--- src/rtl/reg_access_sequencer_if.sv ---
// Instruction handshake plus register-file port bundle for reg_access_sequencer.
// master = sequencer side, slave = fetch/decode + register-file side.
interface reg_access_sequencer_if #(
  parameter int DATA_W = 10,
  parameter int ADDR_W = 2
);
  logic              INSTR_VALID;
  logic              INSTR_READY;
  logic [9:0]        INSTR;
  logic [DATA_W-1:0] Q0;
  logic [DATA_W-1:0] Q1;
  logic              ENR0;
  logic              ENR1;
  logic [ADDR_W-1:0] RDA0;
  logic [ADDR_W-1:0] RDA1;
  logic              ENW;
  logic [ADDR_W-1:0] WRA;
  logic [DATA_W-1:0] D;
  logic              CARRY;
  logic              DONE;

  modport master (
    input  INSTR_VALID, INSTR, Q0, Q1,
    output INSTR_READY, ENR0, ENR1, RDA0, RDA1, ENW, WRA, D, CARRY, DONE
  );

  modport slave (
    output INSTR_VALID, INSTR, Q0, Q1,
    input  INSTR_READY, ENR0, ENR1, RDA0, RDA1, ENW, WRA, D, CARRY, DONE
  );
endinterface

--- src/rtl/reg_access_sequencer.sv ---
// Sequences read/execute/write-back of one micro-instruction against a 4-entry register file.
// Accept-to-DONE: 4 cycles ADD/MOV, 2 LDI, 1 NOP; INSTR_READY only in IDLE, so the source stalls while busy.
module reg_access_sequencer #(
  parameter int DATA_W = 10,
  parameter int ADDR_W = 2
) (
  input  logic                   CLKb,
  input  logic                   RSTb,
  reg_access_sequencer_if.master bus
);
  typedef enum logic [1:0] {IDLE, READ, EXEC, WRITE} state_t;

  localparam logic [1:0] OP_NOP = 2'b00;
  localparam logic [1:0] OP_MOV = 2'b01;
  localparam logic [1:0] OP_ADD = 2'b10;
  localparam logic [1:0] OP_LDI = 2'b11;

  state_t            state;
  logic [1:0]        op_q;
  logic [1:0]        rx_q;
  logic [1:0]        ry_q;
  logic [DATA_W-1:0] d_q;
  logic              carry_q;
  logic              done_q;
  logic [DATA_W:0]   sum;

  assign sum = {1'b0, bus.Q0} + {1'b0, bus.Q1};

  always_ff @(negedge CLKb or negedge RSTb) begin
    if (!RSTb) begin
      state   <= IDLE;
      op_q    <= OP_NOP;
      rx_q    <= '0;
      ry_q    <= '0;
      d_q     <= '0;
      carry_q <= 1'b0;
      done_q  <= 1'b0;
    end else begin
      done_q <= 1'b0;
      case (state)
        IDLE: begin
          if (bus.INSTR_VALID) begin
            op_q <= bus.INSTR[9:8];
            rx_q <= bus.INSTR[7:6];
            ry_q <= bus.INSTR[5:4];
            case (bus.INSTR[9:8])
              OP_NOP: done_q <= 1'b1;
              OP_LDI: begin
                d_q   <= {{(DATA_W-4){1'b0}}, bus.INSTR[3:0]};
                state <= WRITE;
              end
              default: state <= READ;
            endcase
          end
        end
        READ: state <= EXEC;
        EXEC: begin
          // MOV reads port 0 disabled, so Q0 is 0 and the sum is just Q1.
          d_q <= sum[DATA_W-1:0];
          if (op_q == OP_ADD) carry_q <= sum[DATA_W];
          state <= WRITE;
        end
        WRITE: begin
          done_q <= 1'b1;
          state  <= IDLE;
        end
        default: state <= IDLE;
      endcase
    end
  end

  always_comb begin
    bus.INSTR_READY = (state == IDLE);
    bus.ENR1        = (state == READ);
    bus.ENR0        = (state == READ) && (op_q == OP_ADD);
    bus.ENW         = (state == WRITE);
    bus.RDA1        = bus.ENR1 ? ADDR_W'(ry_q) : '0;
    bus.RDA0        = bus.ENR0 ? ADDR_W'(rx_q) : '0;
    bus.WRA         = bus.ENW  ? ADDR_W'(rx_q) : '0;
    bus.D           = d_q;
    bus.CARRY       = carry_q;
    bus.DONE        = done_q;
  end
endmodule

--- src/flat_wrapper.sv ---
// flat-port wrapper written by rule: the top's interface ports become plain ports
module reg_access_sequencer_flat 
#(
  parameter int DATA_W = 10,
  parameter int ADDR_W = 2
)
  (CLKb, RSTb, bus_INSTR_VALID, bus_INSTR, bus_Q0, bus_Q1, bus_INSTR_READY, bus_ENR0, bus_ENR1, bus_RDA0, bus_RDA1, bus_ENW, bus_WRA, bus_D, bus_CARRY, bus_DONE);
  reg_access_sequencer_if #(.DATA_W(DATA_W), .ADDR_W(ADDR_W)) bus_i ();
  input  logic CLKb;
  input  logic RSTb;
  input wire logic [$bits(bus_i.INSTR_VALID)-1:0] bus_INSTR_VALID;
  input wire logic [$bits(bus_i.INSTR)-1:0] bus_INSTR;
  input wire logic [$bits(bus_i.Q0)-1:0] bus_Q0;
  input wire logic [$bits(bus_i.Q1)-1:0] bus_Q1;
  output wire logic [$bits(bus_i.INSTR_READY)-1:0] bus_INSTR_READY;
  output wire logic [$bits(bus_i.ENR0)-1:0] bus_ENR0;
  output wire logic [$bits(bus_i.ENR1)-1:0] bus_ENR1;
  output wire logic [$bits(bus_i.RDA0)-1:0] bus_RDA0;
  output wire logic [$bits(bus_i.RDA1)-1:0] bus_RDA1;
  output wire logic [$bits(bus_i.ENW)-1:0] bus_ENW;
  output wire logic [$bits(bus_i.WRA)-1:0] bus_WRA;
  output wire logic [$bits(bus_i.D)-1:0] bus_D;
  output wire logic [$bits(bus_i.CARRY)-1:0] bus_CARRY;
  output wire logic [$bits(bus_i.DONE)-1:0] bus_DONE;
  assign bus_i.INSTR_VALID = bus_INSTR_VALID;
  assign bus_i.INSTR = bus_INSTR;
  assign bus_i.Q0 = bus_Q0;
  assign bus_i.Q1 = bus_Q1;
  assign bus_INSTR_READY = bus_i.INSTR_READY;
  assign bus_ENR0 = bus_i.ENR0;
  assign bus_ENR1 = bus_i.ENR1;
  assign bus_RDA0 = bus_i.RDA0;
  assign bus_RDA1 = bus_i.RDA1;
  assign bus_ENW = bus_i.ENW;
  assign bus_WRA = bus_i.WRA;
  assign bus_D = bus_i.D;
  assign bus_CARRY = bus_i.CARRY;
  assign bus_DONE = bus_i.DONE;
  reg_access_sequencer #(.DATA_W(DATA_W), .ADDR_W(ADDR_W)) u_core (.CLKb(CLKb), .RSTb(RSTb), .bus(bus_i));
endmodule
--- config.mk ---
export PLATFORM = sky130hd
export DESIGN_NAME = reg_access_sequencer_flat
export DESIGN_NICKNAME = d
export VERILOG_FILES = /design/src/rtl/reg_access_sequencer_if.sv /design/src/rtl/reg_access_sequencer.sv /design/src/flat_wrapper.sv
export SDC_FILE = /design/constraint.sdc
export NUM_CORES = 1
export LEC_CHECK = 0
export ABC_AREA = 1
export CAP_MARGIN = 20
export CORE_MARGIN = 3
export CORE_UTILIZATION = 37
export CTS_CLUSTER_DIAMETER = 200
export DETAILED_ROUTE_END_ITERATION = 6
export GPL_TIMING_DRIVEN = 0
export PLACE_DENSITY = 0.8
export SYNTH_ARGS = -nofsm -noshare
export SYNTH_HDL_FRONTEND = slang
export SYNTH_SLANG_ARGS = --single-unit
export TNS_END_PERCENT = 30
--- constraint.sdc ---
create_clock -name CLKb -period 1.8 [get_ports CLKb]
set_input_delay 0.36 -clock CLKb [delete_from_list [all_inputs] [get_ports CLKb]]
set_output_delay 0.36 -clock CLKb [all_outputs]
set_load 0.01 [all_outputs]
Word level (Yosys, flattened, before mapping) --
Index checks and enable logic that the tools add are counted.
Operators by class: add/subtract/negate cells 1, equal/unequal tests 8, mux-type cells 12, reductions and logical operators 8
Operators with widths (number):
- $mux 10 | 2
- $pmux 10 s2 | 1
- $add 10x10->11 | 1
- $eq 2x2->1 const B | 4
- $mux 2 | 4
- $pmux 2 s4 | 1
- $reduce_and 2->1 | 3
- $logic_not 2->1 | 2
- $ne 2x2->1 const B | 2
- $pmux 2 s2 | 1
- $reduce_and 3->1 | 1
- $eq 2x1->1 const B | 1
- $mux 1 | 2
- $ne 2x1->1 const B | 1
- $pmux 1 s2 | 1
- $reduce_bool 2->1 | 1
- $logic_and 1x1->1 | 1
Storage, ports and cells: register bits after elaboration 20, input bits 33, output and inout port bits 22, word-level logic and storage cells 36

Depth between registers and ports, before layout --
word-level depth 4, gate-level depth with buffers 11, mapped depth without buffers 11

==> impl_metrics.toml <==
[clock_tree]
htreeDepth = 1
cts_root_buf = "clkbuf_8"
clk_pin_slew_ps = 50
clkLatencyLatePin_ps = 280
clock_path_buffers = 2
tritoncts = "yes"
cts.sinks = 20
numCtsBuffers = 3
cts.hold.buffers_added = 0

[critical_path]
crit_path_max_incr_delay_ps = 520
worstPathCellList = "ha_4 -> buf_6 -> nand2_4 -> nor2_2 -> buf_2"
cp-startpoint = "u_core.state[0]$_DFFE_NN0P_"
path_buf_inv = 2
slowest_stage = "dfrtn_1"
crit_fanout = 3
cpLargestDelayFamily = "flip-flops"
rr_worst_depth = 11
end_kind = "primary output"
critPathKind = "reg2out"
r2r_start = "u_core.state[0]$_DFFE_NN0P_"
critPathLaunchType = "register"
worstSetupEndpoint = "bus_RDA0[1]"
rr_endpoint = "u_core.bus.D[9]$_DFFE_NN0P_"
worst_ep_required_time_ps = 1440
arrival_ps = 2290
reg2reg_slack_ps = -200
critical_path_cell_count = 5

[layout]
final_cell_mix = "44 x nand2_1, 24 x buf_4, 22 x buf_6, 22 x buf_2, 20 x dfrtn_1"
drive_gt1_frac = 0.572
num_antenna_cells = 0
synthToLayoutAreaGrowth_pct = 85.5
final_common_cell = "nand2_1"
nets = 334

[power_and_ir_drop]
switchingPower_mw = 1.37
p_comb_frac = 0.619
peakVddDrop_mv = 1.26
clkPwrFrac = 0.137
switching_share = 0.407
internal-power_mw = 2.00
p_seq_frac = 0.244
p_per_area_mw_per_mm2 = 1270
p_leak_nw = 1.33

[timing]
hold_viol_final = 0
max_slew_margin = 0.659
tns_ps = -14860
layout_setup_ws_ps = -848
tightest_slew_ps = 511
rsz0062_at_grt = "true"
finalSetupViolations = 34
fin_skew_ps = 3.49
whs_ps = 425
drv_slew = 0

[synthesis]
avgSynthCellArea_um2 = 7.32
yosysTopAreaCell = "dfrtn_1"
ys_ff_latch = 20
synth_area_mm2 = 0.00143
ys_seq_area_frac = 0.351
ys_warn_count = 0
netlist_instances = 195
synthDistinctLibCells = 26
syn-num-nets = 243
synth_top_area_frac = 0.351
synth_area_leaders = "dfrtn_1 35%, nand2_1 17%, ha_1 12%"

[grt]
grt_max_degree = 21
grt_pass1_wl_um = 6910
busiest_layer = "met2"
grt_usage = 0.197
use_met1 = 0.242
use_met3 = 0.0476
grt_overflow = 0
grt_pass1_vias = 1568
antenna_found_initial = 0
grt.met2_usage = 0.337

[floorplanning]
start_util = 0.405
placementRows = 21
dieArea_mm2 = 0.00464
pin_count = 55
die_h_um = 68.1
core_mm2 = 0.00352
die_x_um = 68.1

[routing]
drtAntennaViolNets = 0
finalWirelength_um = 4900
dr.pass1.iters = 4
vias = 1669
initialDrtViolationCount = 104
drc = 0
vias_per_cell = 5.04
wl_per_cell_um = 14.8

[flow_run]
cap_violations = 0

[placement]
gp_congestion = 0.794
dp_hpwl_um = 2720
portBuffers = 54

[hold_path]
hold_path_class = "reg2reg"
hold_start = "u_core.bus.D[3]$_DFFE_NN0P_"

[outcome]
violations = "setup timing"
status = "finished, violations left"
-- synthesized netlist by cell type --
cell / count
a211oi_1: 1
a21boi_0: 1
a21oi_1: 9
a21oi_2: 2
a31oi_1: 2
buf_6: 1
clkbuf_2: 1
dfrtn_1: 20
fa_1: 1
ha_1: 14
inv_1: 28
nand2_1: 65
nand2_2: 1
nand3_1: 12
nand3b_1: 2
nand4_1: 1
nor2_1: 16
nor2_4: 1
nor3_4: 1
o21a_1: 1
o21ai_0: 8
o21ai_1: 1
o21ai_2: 3
o21bai_1: 1
or2_2: 1
xnor2_1: 1
-- power groups by stage --
stage	Clock, mW	Sequential (mW)	Combinational (mW)
floorplan	0	0.853	0.775
global placement	0	0.809	1.43
detailed placement	0	0.811	1.47
CTS	0.457	0.809	1.70
global route	0.489	0.845	2.26
finish	0.463	0.823	2.09
-- state kept, by name, summed over array words and instances (netlist names) --
signal and count:
u_core.bus.D 10, u_core.op_q 2, u_core.rx_q 2, u_core.ry_q 2, u_core.state 2, u_core.bus.CARRY 1
u_core.bus.DONE 1
-- final cells by class --
| type | instances | area, um2 |
|---|---|---|
| multi-input cells | 145 | 1220 |
| fillers | 231 | 873 |
| repair buffers | 86 | 669 |
| flip-flops and latches | 20 | 500 |
| inverters | 28 | 114 |
| well taps | 46 | 57.6 |
| clock buffers | 3 | 41.3 |
| clock inverters | 1 | 30.0 |
| plain buffers | 2 | 18.8 |
-- worst min path at each step --
stage          slack, ps  cells past startpoint                          end
2_1_floorplan        410                      2   u_core.ry_q[0]$_DFFE_NN0P_
3_3_place_gp         420                      2   u_core.ry_q[0]$_DFFE_NN0P_
3_5_place_dp         430                      2  u_core.bus.D[3]$_DFFE_NN0P_
4_1_cts              430                      2   u_core.ry_q[1]$_DFFE_NN0P_
5_1_grt              450                      2  u_core.bus.D[7]$_DFFE_NN0P_
6_report             430                      2  u_core.bus.D[3]$_DFFE_NN0P_
-- routing by layer --
metal	wire, um	up-vias
met4	109	0
met1	1940	796
li1	-	805
met2	2560	57
met5	0	-
met3	294	11
-- what timing repair did --
item,4_1_cts,5_1_grt
buffers inserted,19,14
setup endpoints to repair,62,56
pin swaps,31,34
resized for setup,193,75
-- through the flow --
step | power [mW] | area, um2 | setup slack [ps] | utilization | std cells
3_3_place_gp | 2.24 | 2160 | -1210 | 0.615 | 295
3_5_place_dp | 2.28 | 2160 | -1250 | 0.615 | 295
6_report | 3.37 | 2650 | -848 | 0.752 | 331
4_1_cts | 2.97 | 2410 | -798 | 0.684 | 318
5_1_grt | 3.60 | 2650 | -867 | 0.752 | 331
2_1_floorplan | 1.63 | 1570 | -573 | - | 195
-- cell families (layout without fill, tap and decap cells) --
| group | Yosys count | after routing | synth area share |
|---|---|---|---|
| AOI/OAI and AO/OA | 29 | 29 | 0.124 |
| and+or+nand+nor | 100 | 100 | 0.298 |
| xor gates and xnor gates | 1 | 1 | 0.00614 |
| buffers and inverters | 30 | 120 | 0.0850 |
| adders and majority gates | 15 | 15 | 0.137 |
| DFF | 20 | 20 | 0.351 |
-- worst register-to-register path: cells and delay by family, from the launching register on --
| family | cells | cell delay [ps] |
|---|---|---|
| simple gates | 3 | 200 |
| flops | 1 | 520 |
| buf+inv | 6 | 740 |
| compound gates | 1 | 210 |
| fa+ha+maj | 1 | 180 |
Note: power is estimated with default switching activity, not from simulation.
